## src/rtl/led_fader_pkg.sv

```systemverilog
// Shared types and helpers for the LED PWM fader: channel state encoding
// and the full-brightness level derived from the PWM resolution.
package led_fader_pkg;

  typedef enum logic [1:0] {
    ST_OFF  = 2'd0,
    ST_RISE = 2'd1,
    ST_ON   = 2'd2,
    ST_FALL = 2'd3
  } fade_state_e;

  // Full-brightness level for a given PWM resolution.
  function automatic int unsigned pwm_max(input int unsigned bits);
    return (32'd1 << bits) - 32'd1;
  endfunction

endpackage

```

## src/rtl/led_fade_channel.sv

```systemverilog
// One LED channel: fade FSM, saturating brightness level and registered
// PWM compare; in bypass it snaps to full on or full off.
module led_fade_channel
  import led_fader_pkg::*;
#(
  parameter int unsigned PWM_BITS = 8
) (
  input  logic                clk_clk,
  input  logic                reset_reset_n,
  input  logic                req,
  input  logic                tick,
  input  logic [PWM_BITS-1:0] pwm_cnt,
  input  logic                enable,
  output logic                led,
  output logic                ramping
);

  localparam logic [PWM_BITS-1:0] LVL_MAX = PWM_BITS'(pwm_max(PWM_BITS));

  fade_state_e         state_q, state_d;
  logic [PWM_BITS-1:0] level_q, level_d;
  logic                led_q, led_d;

  // Direction changes resolve first, then a tick steps in the new direction.
  always_comb begin
    state_d = state_q;
    level_d = level_q;
    led_d   = req;
    if (!enable) begin
      state_d = req ? ST_ON : ST_OFF;
      level_d = req ? LVL_MAX : '0;
    end else begin
      led_d = (level_q > pwm_cnt);
      case (state_q)
        ST_OFF:  if (req)  state_d = ST_RISE;
        ST_RISE: if (!req) state_d = ST_FALL;
        ST_ON:   if (!req) state_d = ST_FALL;
        ST_FALL: if (req)  state_d = ST_RISE;
        default: state_d = ST_OFF;
      endcase
      if (tick) begin
        if (state_d == ST_RISE && level_q != LVL_MAX) begin
          level_d = level_q + PWM_BITS'(1);
        end else if (state_d == ST_FALL && level_q != '0) begin
          level_d = level_q - PWM_BITS'(1);
        end
      end
      if (state_d == ST_RISE && level_d == LVL_MAX) begin
        state_d = ST_ON;
      end else if (state_d == ST_FALL && level_d == '0) begin
        state_d = ST_OFF;
      end
    end
  end

  always_ff @(posedge clk_clk or negedge reset_reset_n) begin
    if (!reset_reset_n) begin
      state_q <= ST_OFF;
      level_q <= '0;
      led_q   <= 1'b0;
    end else begin
      state_q <= state_d;
      level_q <= level_d;
      led_q   <= led_d;
    end
  end

  assign led     = led_q;
  assign ramping = (state_q == ST_RISE) || (state_q == ST_FALL);

endmodule

```

## src/rtl/led_pwm_fader.sv

```systemverilog
// Turns PIO on/off bits into PWM brightness fades per LED; request register,
// fade prescaler, shared PWM counter and the aggregate busy flag live here.
module led_pwm_fader
  import led_fader_pkg::*;
#(
  parameter int unsigned PWM_BITS  = 8,
  parameter int unsigned FADE_DIV  = 19531,
  parameter int unsigned LED_COUNT = 8
) (
  input  logic                 clk_clk,
  input  logic                 reset_reset_n,
  input  logic [LED_COUNT-1:0] led_pio_export,
  input  logic                 enable,
  output logic [LED_COUNT-1:0] led_out,
  output logic                 busy
);

  localparam int unsigned          PRESC_W    = (FADE_DIV > 1) ? $clog2(FADE_DIV) : 1;
  localparam logic [PRESC_W-1:0]   PRESC_LAST = PRESC_W'(FADE_DIV - 1);
  localparam logic [PWM_BITS-1:0]  CNT_LAST   = PWM_BITS'(pwm_max(PWM_BITS) - 1);

  logic [LED_COUNT-1:0] req_q, req_d;
  logic [PRESC_W-1:0]   presc_q, presc_d;
  logic [PWM_BITS-1:0]  pwm_cnt_q, pwm_cnt_d;
  logic                 busy_q, busy_d;
  logic                 tick_c;
  logic [LED_COUNT-1:0] ramping_c;
  logic [LED_COUNT-1:0] led_c;

  assign tick_c = enable && (presc_q == PRESC_LAST);

  // Bypass parks both counters at zero so re-enabling starts a clean period.
  always_comb begin
    req_d     = led_pio_export;
    presc_d   = '0;
    pwm_cnt_d = '0;
    busy_d    = 1'b0;
    if (enable) begin
      presc_d   = (presc_q == PRESC_LAST) ? '0 : presc_q + PRESC_W'(1);
      pwm_cnt_d = (pwm_cnt_q == CNT_LAST) ? '0 : pwm_cnt_q + PWM_BITS'(1);
      busy_d    = |ramping_c;
    end
  end

  always_ff @(posedge clk_clk or negedge reset_reset_n) begin
    if (!reset_reset_n) begin
      req_q     <= '0;
      presc_q   <= '0;
      pwm_cnt_q <= '0;
      busy_q    <= 1'b0;
    end else begin
      req_q     <= req_d;
      presc_q   <= presc_d;
      pwm_cnt_q <= pwm_cnt_d;
      busy_q    <= busy_d;
    end
  end

  for (genvar i = 0; i < int'(LED_COUNT); i++) begin : g_ch
    led_fade_channel #(
      .PWM_BITS(PWM_BITS)
    ) u_ch (
      .clk_clk      (clk_clk),
      .reset_reset_n(reset_reset_n),
      .req          (req_q[i]),
      .tick         (tick_c),
      .pwm_cnt      (pwm_cnt_q),
      .enable       (enable),
      .led          (led_c[i]),
      .ramping      (ramping_c[i])
    );
  end

  assign led_out = led_c;
  assign busy    = busy_q;

endmodule

```

## config.mk

```make
export PLATFORM = sky130hd
export DESIGN_NAME = led_pwm_fader
export DESIGN_NICKNAME = d
export VERILOG_FILES = /design/src/rtl/led_fader_pkg.sv /design/src/rtl/led_fade_channel.sv /design/src/rtl/led_pwm_fader.sv
export SDC_FILE = /design/constraint.sdc
export NUM_CORES = 1
export LEC_CHECK = 0
export CAP_MARGIN = 20
export CORE_ASPECT_RATIO = 1.25
export CORE_MARGIN = 5
export CORE_UTILIZATION = 40
export CTS_BUF_LIST = sky130_fd_sc_hd__clkbuf_16
export DETAILED_ROUTE_END_ITERATION = 6
export PLACE_DENSITY = 0.56
export REMOVE_ABC_BUFFERS = 1
export SYNTH_ARGS = -nofsm -noshare
export SYNTH_HDL_FRONTEND = slang
export SYNTH_SLANG_ARGS = --single-unit
```

## constraint.sdc

```tcl
create_clock -name clk_clk -period 5.5 [get_ports clk_clk]
set_clock_uncertainty 0.15 [all_clocks]
set_input_delay 1.65 -clock clk_clk [delete_from_list [all_inputs] [get_ports clk_clk]]
set_output_delay 1.65 -clock clk_clk [all_outputs]
set_load 0.01 [all_outputs]
```

# Yosys cells after proc, flatten, opt, wreduce, memory -nomap -nowiden
# Index checks and enable logic that the tools add are counted.
[op_classes]
add_sub_neg = 18
order_cmp = 8
eq_ne = 58
muxes = 125
reduce_logical = 82
[ops]
columns = ["operator", "n"]
rows = [
  ["$mux 8", 50],
  ["$mux 2", 56],
  ["$add 8x1->8 const B", 9],
  ["$eq 8x8->1 const B", 9],
  ["$gt 8x8->1", 8],
  ["$logic_not 8->1", 8],
  ["$ne 8x8->1 const B", 8],
  ["$reduce_bool 8->1", 8],
  ["$sub 8x1->8 const B", 8],
  ["$eq 2x2->1 const B", 24],
  ["$logic_and 1x1->1", 33],
  ["$eq 2x1->1 const B", 16],
  ["$pmux 2 s2", 8],
  ["$reduce_or 2->1", 16],
  ["$mux 15", 2],
  ["$logic_not 2->1", 8],
  ["$add 15x1->15 const B", 1],
  ["$eq 15x15->1 const B", 1],
  ["$mux 1", 9],
  ["$logic_or 1x1->1", 8],
  ["$reduce_or 8->1", 1],
]
[totals]
ff_bits = 120
inputBits = 11
output_inout_bits = 9

# Depth between registers and ports, before layout
# Gate-level depths: netlist of run 1.
[depth]
depth_word = 15
mapped_depth = 12
mapped_depth_nobuf = 10

# Hierarchy
# From an unflattened synthesis of run 1, not the netlist that was laid out.
[hier_totals]
hier_cells = 1222
area_unflattened_um2 = 10786.6
[modules_own_cells]
columns = ["module", "n_inst", "cells_per_inst", "area_per_inst_um2", "seq_area_each_um2"]
rows = [
  ["led_fade_channel", 8, 137, 1174.9, 275.3],
  ["led_pwm_fader", 1, 126, 1387.6, 800.8],
]

# Worst setup path after synthesis of run 1
# No wires, ideal clock.
[synth_path]
path_kind = "input to register"
startpoint = "input enable"
endpoint = "register g_ch[0].u_ch.state_q[1]"
arrival_ns = 3.724
required_time_ns = 5.263
slack_ns = 1.539
path_stages = 10
cell_sequence = "clkbuf_1 > nand3_1 > or4_4 > buf_6 > a2111oi_4 > o21ba_2 > o21ba_1 > nor3_4 > a41oi_1 > a211oi_2"
[synth_between]
elab_chain_cells = 8
[synth_rtl]
columns = ["element", "line_no", "source"]
rows = [
  ["start, declared", "led_pwm_fader.sv:13", "input logic enable,"],
  ["$logic_and 1x1->1", "led_pwm_fader.sv:30", "assign tick_c = enable && (presc_q == PRESC_LAST);"],
  ["$mux 8", "led_fade_channel.sv:41", "if (tick) begin"],
  ["$mux 8", "led_fade_channel.sv:29", "if (!enable) begin"],
  ["$logic_not 8->1", "led_fade_channel.sv:50", "end else if (state_d == ST_FALL && level_d == '0) begin"],
  ["$logic_and 1x1->1", "led_fade_channel.sv:50", ""],
  ["$mux 2", "led_fade_channel.sv:50", ""],
  ["$mux 2", "led_fade_channel.sv:48", "if (state_d == ST_RISE && level_d == LVL_MAX) begin"],
  ["$mux 2 (*)", "led_fade_channel.sv:29", ""],
  ["named net g_ch[0].u_ch.state_d[1]", "led_fade_channel.sv:20", "fade_state_e state_q, state_d;"],
  ["end signal, assigned", "led_fade_channel.sv:62", "state_q <= state_d;"],
  ["end, declared", "led_fade_channel.sv:20", ""],
]
# Mark *: on every way through the listed nets, which the timed path passes. The rest lies on a longest branch. The select of a mux whose other input is x is not followed.

# Final worst setup path of run 1
[layout_path]
startpoint = "input enable"
endpoint = "register g_ch[7].u_ch.state_q[0]"
[layout_between]
elab_chain_cells = 8
[layout_rtl]
columns = ["element", "line_no"]
rows = [
  ["$logic_and 1x1->1", "led_pwm_fader.sv:30"],
  ["$mux 8", "led_fade_channel.sv:41"],
  ["$mux 8", "led_fade_channel.sv:29"],
  ["$logic_not 8->1", "led_fade_channel.sv:50"],
  ["$logic_and 1x1->1", "led_fade_channel.sv:50"],
  ["$mux 2", "led_fade_channel.sv:50"],
  ["$mux 2", "led_fade_channel.sv:48"],
  ["$mux 2 (*)", "led_fade_channel.sv:29"],
  ["named net g_ch[7].u_ch.state_d[0]", "led_fade_channel.sv:20"],
  ["end signal, assigned", "led_fade_channel.sv:62"],
  ["end, declared", "led_fade_channel.sv:20"],
]
# Marked as above.

==> impl_metrics.toml, run 1 <==
[cts]
clkSinkCount = 120
clock_latency_ps = 430
htreeDepth = 4
post_cts_buffers = 0
clock-root-buffer = "clkbuf_16"
inserted_clock_buffers = 17
cts.reportedPaths.clkPinSlew_ps = 60
postCtsResizedCells = 0
tritoncts_clock_tree = "done"
cts-root-to-sink-buffers = 2
cts_hold_repair.buffers = 0

[grt]
grt_overflow = 0
antenna_found_initial = 0
grt_start_max_net_pins = 103
first_pass_grt_wire_length_um = 45590
first_global_vias = 8914
track_usage_pct = 19.17

[floorplanning]
num_io_pins = 20
number_of_cell_rows = 65
design.die.area_sq_mm = 0.02880
die_width_um = 152.8
floorplan_core_area_sq_mm = 0.02521
die_height_um = 188.5
initial_utilization_pct = 40.43

[power_and_ir_drop]
power.internal_mw = 2.101
power.density_mw_per_mm2 = 290.6
sw_power_mw = 1.160
vdd.ir_drop.worst_v = 0.0002184
power.leakage_nw = 4.316
clock_group_share_of_total_power_pct = 37.1
swShare_pct = 35.58
seqPwrFrac_pct = 34.6
comb_power_share_pct = 28.3
report.power.total_mw = 3.262

[critical_path]
worst_setup_path_endpoint = "g_ch[7].u_ch.state_q[0]"
r2r.worst_path.cells = 8
worst-setup-path-type = "in -> reg"
critPathMaxStageDelay_ps = 540
start_kind = "primary input"
critical_path.max_fanout = 34
critical_path_required_time_ps = 5650
endpoint_kind = "flip-flop"
critical-path-slowest-cell = "or4_1"
timing.rr.end = "g_ch[2].u_ch.state_q[1]"
setup.worst_path.start = "enable"
worst-r2r-setup-slack_ps = 1700
critical_path.reg2reg.startpoint = "presc_q[9]"
crit_arrival_ps = 4240
critical-path-top-cell-by-count = "buf_4"
worstPathCellList = "buf_4 -> nand3_1 -> nor4_2 -> buf_4 -> and2_1 -> a31oi_1 -> or4_1 -> o41ai_2 -> nor3_1"

[synthesis]
synth_enable_flop_cells = 0
synth_warn = 0
synthArstFlopShare_pct = 100.0
yosys-top-cells-area = "dfrtp_1 29%, ha_1 13%, a21oi_1 4.1%, xnor2_1 3.8%, nor2_1 3.7%"
synthFlopType = "dfrtp_1"
dominant_cell_type_by_area_after_synthesis = "dfrtp_1"
synth_area_sq_mm = 0.01019
post_synth.cell_area_avg_sq_um = 8.495
synthDistinctLibCells = 81
register_area_share_after_synthesis_pct = 29.46
synthDominantCellAreaShare_pct = 29.46
yosys.cell_count.top_type = "dfrtp_1"
ys_seq_elements = 120
syn_inst = 1200
synth_common_cells = "120 x dfrtp_1, 108 x ha_1, 101 x nor2_1, 83 x a21oi_1, 64 x o21ai_0"

[layout]
post_route_cell_area_sq_mm = 0.01123
fillerInstances = 2526
n_antenna_cell = 0
fin_nets = 1307
areaGrowthSynthToFinish_pct = 10.13
layout-drive-gt1-share_pct = 5.162

[sta]
max_transition_viols_final = 0
rsz0062_at_grt = "no"
finalSetupTns_ps = 0
setup_viol = 0
final.hold.worst_slack_ps = 376.7
hold_violations = 0
min_period_over_period_pct = 74.35
max_slew.worst_pin.slew_ps = 1095
max_freq_mhz = 244.5
relSlewSlack_pct = 26.55
timing.final.crit_period_ps = 4089

[placement]
finalWeightedCongestion = 0.8675
hpwl_um = 19410
port-buffer-count = 19
dpl_cell_area_sq_mm = 0.01057

[drt]
viasPerCell = 5.924
detail_route.drc_violations = 0
postRouteWirelength_um = 27540
route.vias.total = 9100
ant_nets = 0
wire_per_inst_um = 17.93
drtIter0Drc = 772
detail_route.first_pass.iterations = 7

[hold_path]
holdCritPathClass = "reg -> reg"

[status]
outcome = "completed"

[flow_run]
drv.max_cap_violation_count = 0
final cells by class:
cell class / count / area (sq um) / area share, %
multi-input combinational: 975 / 6738 / 60.02
sequential: 120 / 3003 / 26.75
clock buffer: 17 / 425.4 / 3.790
tap: 335 / 419.2 / 3.734
timing repair buffer: 25 / 254.0 / 2.263
clock inverter: 15 / 202.7 / 1.806
inverter: 49 / 183.9 / 1.638
per-layer routing:
metal | vias to the layer above | GRT usage [%] | part of all wire (%)
met4 | 0 | 6.685 | 2.0
met3 | 39 | 3.032 | 2.7
met1 | 4421 | 24.55 | 46
met5 | - | 0 | 0
met2 | 176 | 32.86 | 49
li1 | 4464 | - | -
flip-flops by register name (all words and copies together) (netlist names):
signal and flops:
g_ch.u_ch.level_q 64, g_ch.u_ch.state_q 16, presc_q 15, g_ch.u_ch.led 8, pwm_cnt_q 8, req_q 8
busy 1
critical path: cells and delay by family:
| kind | cells | cell delay [ps] |
|---|---|---|
| AO/OA/AOI/OAI | 2 | 510 |
| AND/OR/NAND/NOR | 5 | 1280 |
| buffers and inverters | 2 | 770 |
power by group through the flow:
stage | clock network [mW] | logic, mW | registers [mW]
floorplan | 0 | 0.676 | 1.09
global placement | 0 | 0.911 | 1.14
detailed placement | 0 | 0.916 | 1.14
CTS | 1.24 | 0.922 | 1.13
global route | 1.28 | 1.04 | 1.15
finish | 1.21 | 0.922 | 1.13
cell families (layout without fill, tap and decap cells):
group                      Yosys count  after routing  share of synthesized area, %
muxes                               11             11                         1.092
and+or+nand+nor                    486            486                         26.12
adders and majority gates          108            108                         13.26
AOI/OAI and AO/OA                  297            297                         19.22
DFF                                120            120                         29.46
xor gates and xnor gates            73             73                         6.346
buffers and inverters              105            106                         4.505
metrics by stage:
stage	instances	setup slack [ps]	util, %
floorplan	1144	49.87	-
global placement	1503	1002	41.93
detailed placement	1503	956.2	41.93
CTS	1535	1416	44.42
global route	1536	1226	44.53
finish	1536	1411	44.53
how the worst min path moves through the flow:
stage,start,to,slack (ps),cells after the start
after floorplan,presc_q[0],presc_q[0],320,1
after global placement,presc_q[0],presc_q[0],360,1
after detailed placement,presc_q[0],presc_q[0],370,1
after CTS,presc_q[0],presc_q[0],370,1
after global routing,presc_q[0],presc_q[0],410,1
final,presc_q[0],presc_q[0],380,1
placed cells by master, fill, tap and decap left out, types with 28 or more instances in the layout:
master,n
a21oi_1,83
nand2_1,58
xnor2_1,44
dfrtp_1,120
nor3_1,49
nand4_1,44
xor2_1,28
nor2_1,101
o21ai_0,64
nor4_1,31
inv_1,48
nand3_1,56
ha_1,108
Note: power is estimated with default switching activity, not from simulation.
==> run 2: changes to the inputs <==
--- a/config.mk
+++ b/config.mk
@@ -11,7 +11,7 @@
 export CORE_UTILIZATION = 40
 export CTS_BUF_LIST = sky130_fd_sc_hd__clkbuf_16
 export DETAILED_ROUTE_END_ITERATION = 6
-export PLACE_DENSITY = 0.56
+export PLACE_DENSITY = 0.58
 export REMOVE_ABC_BUFFERS = 1
 export SYNTH_ARGS = -nofsm -noshare
 export SYNTH_HDL_FRONTEND = slang
==> constraint.sdc (replaced) <==
create_clock -name clk_clk -period 3.7 [get_ports clk_clk]
set_clock_uncertainty 0.15 [all_clocks]
set_input_delay 1.11 -clock clk_clk [delete_from_list [all_inputs] [get_ports clk_clk]]
set_output_delay 1.11 -clock clk_clk [all_outputs]
set_load 0.01 [all_outputs]
==> run 2 against run 1 <==
Net effect: final cell count increased by 1.7%; final area up 1.6%; total power is 49% higher; sequential share of layout area fell by 0.43 points; critical path type is now reg -> reg; critical endpoint is now g_ch[1].u_ch.state_q[0]; largest cell class unchanged.
==> impl_metrics.toml, run 2 (synthesis gave the netlist of run 1 again) <==
[status]
outcome = "completed"

[sta]
relSlewSlack_pct = 48.09
max_slew.worst_pin.slew_ps = 768.8
setup_viol = 0
max_freq_mhz = 287.7
min_period_over_period_pct = 93.94
max_transition_viols_final = 0
final.hold.worst_slack_ps = 356.4
timing.final.crit_period_ps = 3476
hold_violations = 0
rsz0062_at_grt = "no"
finalSetupTns_ps = 0

[critical_path]
worst-setup-path-type = "reg -> reg"
r2r.worst_path.cells = 9
endpoint_kind = "flip-flop"
critical_path_required_time_ps = 3850
critical_path.max_fanout = 9
start_kind = "flip-flop"
crit_arrival_ps = 3630

[cts]
clkSinkCount = 120
inserted_clock_buffers = 17
htreeDepth = 4
clock-root-buffer = "clkbuf_16"
tritoncts_clock_tree = "done"
clock_latency_ps = 440
cts-root-to-sink-buffers = 2
post_cts_buffers = 0
cts.reportedPaths.clkPinSlew_ps = 60

[grt]
grt_overflow = 0
track_usage_pct = 19.65
antenna_found_initial = 0
grt_start_max_net_pins = 45
first_global_vias = 9160
first_pass_grt_wire_length_um = 46840

[power_and_ir_drop]
comb_power_share_pct = 30.3
vdd.ir_drop.worst_v = 0.0003216
power.internal_mw = 3.108
swShare_pct = 35.92
sw_power_mw = 1.742
clock_group_share_of_total_power_pct = 35.7
power.leakage_nw = 4.441
power.density_mw_per_mm2 = 425.2
seqPwrFrac_pct = 34.1

[drt]
drtIter0Drc = 891
postRouteWirelength_um = 27990
ant_nets = 0
detail_route.first_pass.iterations = 6
wire_per_inst_um = 17.92
route.vias.total = 9272
detail_route.drc_violations = 0
viasPerCell = 5.936

[floorplanning]
design.die.area_sq_mm = 0.02880
die_width_um = 152.8
initial_utilization_pct = 40.43
floorplan_core_area_sq_mm = 0.02521
die_height_um = 188.5
num_io_pins = 20
number_of_cell_rows = 65

[layout]
final_common_cell = "dfrtp_1"
areaGrowthSynthToFinish_pct = 11.91
fin_nets = 1333
postLayoutCoreUtil_pct = 45.25
largest_register_ffs = 64
largest-register = "g_ch.u_ch.level_q"
multi_input_area_sq_mm = 0.006744
layoutNonFillerInstCount = 1562
largestRegisters = "g_ch.u_ch.level_q (64), g_ch.u_ch.state_q (16), presc_q (15)"
layout-drive-gt1-share_pct = 7.253
n_antenna_cell = 0
ff_latch_area_sq_mm = 0.003003
fillerInstances = 2487
highest_count_cells_in_the_layout_ignoring_fill_and_taps = "120 x dfrtp_1, 108 x ha_1, 101 x nor2_1"

[flow_run]
drv.max_cap_violation_count = 0

[hold_path]
holdCritPathClass = "reg -> reg"
min_delay_path_depth = 1

[placement]
hpwl_um = 20260
finalWeightedCongestion = 0.8997
dpl.cell_count = 1530
port-buffer-count = 19
==> run 2: cell count changes in the layout (fill, tap and decap cells not counted), sizes merged <==
cell      before  now
clkinvlp       5    2
buf            8   34
bufinv         4    3
clkinv         6    9
inv           49   50
==> run 2: worst max-delay path: stages, from the launching register on <==
cell and delay [ps]:
dfrtp_1 460, ha_1 380, or4_1 600, a21oi_2 400, a2bb2oi_1 320, nor3b_1 380
buf_4 190, o211ai_1 80, nor4_1 290, nor3_1 90
==> run 2: power groups by stage <==
stage               Sequential (mW)  Clock [mW]  Combinational, mW
detailed placement             1.67           0               1.46
CTS                            1.65        1.78               1.46
global placement               1.67           0               1.44
global route                   1.68        1.83               1.65
floorplan                      1.62           0               1.01
finish                         1.65        1.73               1.47
==> run 2: final timing paths <==
check,startpoint,to,slack [ps]
worst max-delay path,g_ch[1].u_ch.state_q[0],g_ch[1].u_ch.state_q[0],220
worst min-delay path,presc_q[0],presc_q[0],360
worst max register to register,g_ch[1].u_ch.state_q[0],g_ch[1].u_ch.state_q[0],220
worst min register to register,presc_q[0],presc_q[0],360
max in group asynchronous,reset_reset_n,g_ch[5].u_ch.level_q[1],2120
min in group asynchronous,reset_reset_n,presc_q[11],450
==> run 2: through the flow <==
stage | setup slack (ps) | power [mW] | instance area [sq um]
floorplan | -1210 | 2.627 | 9918
global placement | 238.7 | 3.114 | 10800
detailed placement | 191.7 | 3.125 | 10800
CTS | 242.1 | 4.889 | 11400
global route | 46.41 | 5.161 | 11410
finish | 224.2 | 4.850 | 11410
==> run 2: area by class of cell <==
class	count	share of cell area, %
multi-input cells	975	59.12
flip-flops and latches	120	26.32
repair buffers	51	3.982
clock buffers	17	3.729
well taps	335	3.674
inverters	49	1.612
clock inverters	15	1.558
==> run 2: repair_timing <==
item / in CTS / in global routing
hold buffers: 0 / 0
endpoints found under the setup margin: 0 / 1
resized for setup: 0 / 1
==> run 2: per-layer routing <==
| layer | wire (um) | vias to the layer above | GRT usage, % |
|---|---|---|---|
| li1 | - | 4534 | - |
| met4 | 689 | 0 | 6.822 |
| met3 | 1124 | 52 | 3.308 |
| met5 | 0 | - | 0 |
| met2 | 13770 | 223 | 34.58 |
| met1 | 12410 | 4463 | 24.31 |
==> run 3: changes to the inputs <==
==> constraint.sdc (replaced) <==
create_clock -name clk_clk -period 2.9 [get_ports clk_clk]
set_clock_uncertainty 0.15 [all_clocks]
set_input_delay 0.87 -clock clk_clk [delete_from_list [all_inputs] [get_ports clk_clk]]
set_output_delay 0.87 -clock clk_clk [all_outputs]
set_load 0.01 [all_outputs]
==> run 3 against run 2 <==
Net effect: the flow now finishes with violations (negative setup slack); core utilization rose by 11 points; final area rose by 25%; non-clock buffer count up 259; count of clock-buffer cells in the layout unchanged; die area did not move; critical endpoint is now g_ch[7].u_ch.state_q[1]; first-iteration DRC count decreased by 22%; via count is 12% higher.
==> impl_metrics.toml, run 3 (synthesis gave the netlist of run 1 again) <==
[drt]
detail_route.drc_violations = 0
postRouteWirelength_um = 32150
met3_wirelength_um = 1136
drtIter0Drc = 693
wire_per_inst_um = 17.64
ant_nets = 0
met1Wirelength_um = 13720
detail_route.first_pass.iterations = 7
top_layer_used = "met4"
viasPerCell = 5.706
route.vias.total = 10400
route.met2.wl_um = 16240

[layout]
n_antenna_cell = 0
highest_count_cells_in_the_layout_ignoring_fill_and_taps = "278 x buf_4, 120 x dfrtp_1, 104 x ha_1"
layout-drive-gt1-share_pct = 30.87
largest_register_ffs = 64
final_common_cell = "buf_4"
post_route_cell_area_sq_mm = 0.01427
fin_nets = 1593
largestRegisters = "g_ch.u_ch.level_q (64), g_ch.u_ch.state_q (16), presc_q (15)"
largest-register = "g_ch.u_ch.level_q"
fillerInstances = 2241
areaGrowthSynthToFinish_pct = 39.98

[critical_path]
worstPathCellList = "or4b_4 -> nor4_4 -> and2_4 -> buf_12 -> nand2_4 -> xor2_2 -> or4_4 -> o41ai_4 -> o2bb2ai_1"
critical_path.top_delay_family = "simple AND/OR/NAND/NOR gates"
endpoint_kind = "flip-flop"
critical_path_required_time_ps = 3100
critical_path.max_fanout = 6
start_kind = "flip-flop"
r2r.worst_path.cells = 9
critical-path-slowest-cell = "or4b_4"
crit_arrival_ps = 3310
critical_path.reg2reg.startpoint = "presc_q[9]"
timing.rr.end = "g_ch[7].u_ch.state_q[1]"
timing.critical_path.buf_inv = 1
critPathMaxStageDelay_ps = 580
worst-r2r-setup-slack_ps = -210
worst-setup-path-type = "reg -> reg"

[power_and_ir_drop]
vdd.ir_drop.worst_v = 0.0004474
power.density_mw_per_mm2 = 513.4
comb_power_share_pct = 41.1
swShare_pct = 35.25
report.power.total_mw = 7.326
sw_power_mw = 2.583
power.internal_mw = 4.743
clock_group_share_of_total_power_pct = 31.8
seqPwrFrac_pct = 27.1
power.leakage_nw = 5.946

[cts]
clkSinkCount = 120
htreeDepth = 4
cts-root-to-sink-buffers = 2
clock_latency_ps = 430
clock-root-buffer = "clkbuf_16"
cts.reportedPaths.clkPinSlew_ps = 60
inserted_clock_buffers = 17
tritoncts_clock_tree = "done"

[sta]
finalSetupTns_ps = -1648
max_slew.worst_pin.slew_ps = 802.4
hold_violations = 0
setup_viol = 17
final.hold.worst_slack_ps = 223.3
final.setup.worst_slack_ps = -205.9
max_freq_mhz = 322.0
min_period_over_period_pct = 107.1
max_transition_viols_final = 0
rsz0062_at_grt = "yes"
relSlewSlack_pct = 46.02
timing.final.crit_period_ps = 3106

[placement]
finalWeightedCongestion = 0.9397
dpl_cell_area_sq_mm = 0.01256
port-buffer-count = 19
hpwl_um = 22930
worst_setup_slack_post_dpl_ps = -274.0

[status]
outcome = "complete, but fails checks"
failed_checks = "negative setup slack"

[floorplanning]
floorplan_core_area_sq_mm = 0.02521
die_height_um = 188.5
initial_utilization_pct = 40.43
die_width_um = 152.8
num_io_pins = 20
design.die.area_sq_mm = 0.02880
number_of_cell_rows = 65

[grt]
antenna_found_initial = 0
first_global_vias = 10310
track_usage_pct = 21.27
grt_start_max_net_pins = 55
first_pass_grt_wire_length_um = 50910
grt_overflow = 0

[flow_run]
drv.max_cap_violation_count = 0

[hold_path]
holdCritPathClass = "in -> async"
==> run 3: cell count changes in the layout (fill, tap and decap cells not counted), moves of 8 or more <==
cell,before,now
buf_4,31,278
o21ai_0,64,50
nor4_1,30,18
nor3_1,49,38
a211oi_1,13,5
o21ai_1,5,13
==> run 3: what timing repair did <==
| action | CTS | global route |
|---|---|---|
| gates resized for setup | 57 | 111 |
| cloned | 2 | 1 |
| buffers inserted | 5 | 19 |
| pin swaps | 33 | 54 |
| setup endpoints to repair | 18 | 19 |
| hold buffers | 0 | 0 |
==> run 3: power by group through the flow <==
stage	clock (mW)	sequential [mW]	combinational [mW]
finish	2.33	1.98	3.01
global route	2.45	2.00	3.28
CTS	2.38	1.97	2.74
detailed placement	0	2.00	2.63
global placement	0	2.00	2.60
floorplan	0	2.07	1.28
==> run 3: layout make-up <==
type / count / area, sq um / area share [%]
multi-input combinational: 976 / 7547 / 52.89
sequential: 120 / 3003 / 21.05
timing repair buffer: 310 / 2477 / 17.36
clock buffer: 17 / 425.4 / 2.981
tap: 335 / 419.2 / 2.938
clock inverter: 15 / 212.7 / 1.491
inverter: 49 / 183.9 / 1.289
==> run 3: stage by stage <==
stage,cells,utilization [%]
after global routing,1822,56.60
after global placement,1763,49.82
final,1822,56.60
after CTS,1802,53.60
after detailed placement,1763,49.82
after floorplan,1144,-
==> run 3: how the worst max path moves through the flow <==
stage,slack [ps],start,end,depth (start not counted)
final,-210,presc_q[9],g_ch[7].u_ch.state_q[1],9
after global placement,-330,g_ch[2].u_ch.state_q[0],g_ch[2].u_ch.state_q[1],10
after detailed placement,-270,enable,g_ch[0].u_ch.state_q[1],9
after CTS,-120,presc_q[2],g_ch[3].u_ch.state_q[0],11
after floorplan,-1890,presc_q[2],g_ch[2].u_ch.state_q[1],7
after global routing,-290,presc_q[9],g_ch[2].u_ch.state_q[1],9
==> run 3: per-layer routing <==
layer	global-route usage (%)	vias to the layer above
met5	0	-
met4	7.782	0
met3	3.193	75
met2	37.85	251
met1	26.04	5018
li1	-	5053
==> run 3: worst reg2reg max path, delay by kind of cell (launching register included) <==
family | cells | cell delay (ps)
AO/OA/AOI/OAI | 2 | 480
buffers and inverters | 1 | 170
XOR/XNOR | 1 | 150
flip-flops | 1 | 380
AND/OR/NAND/NOR | 5 | 1720
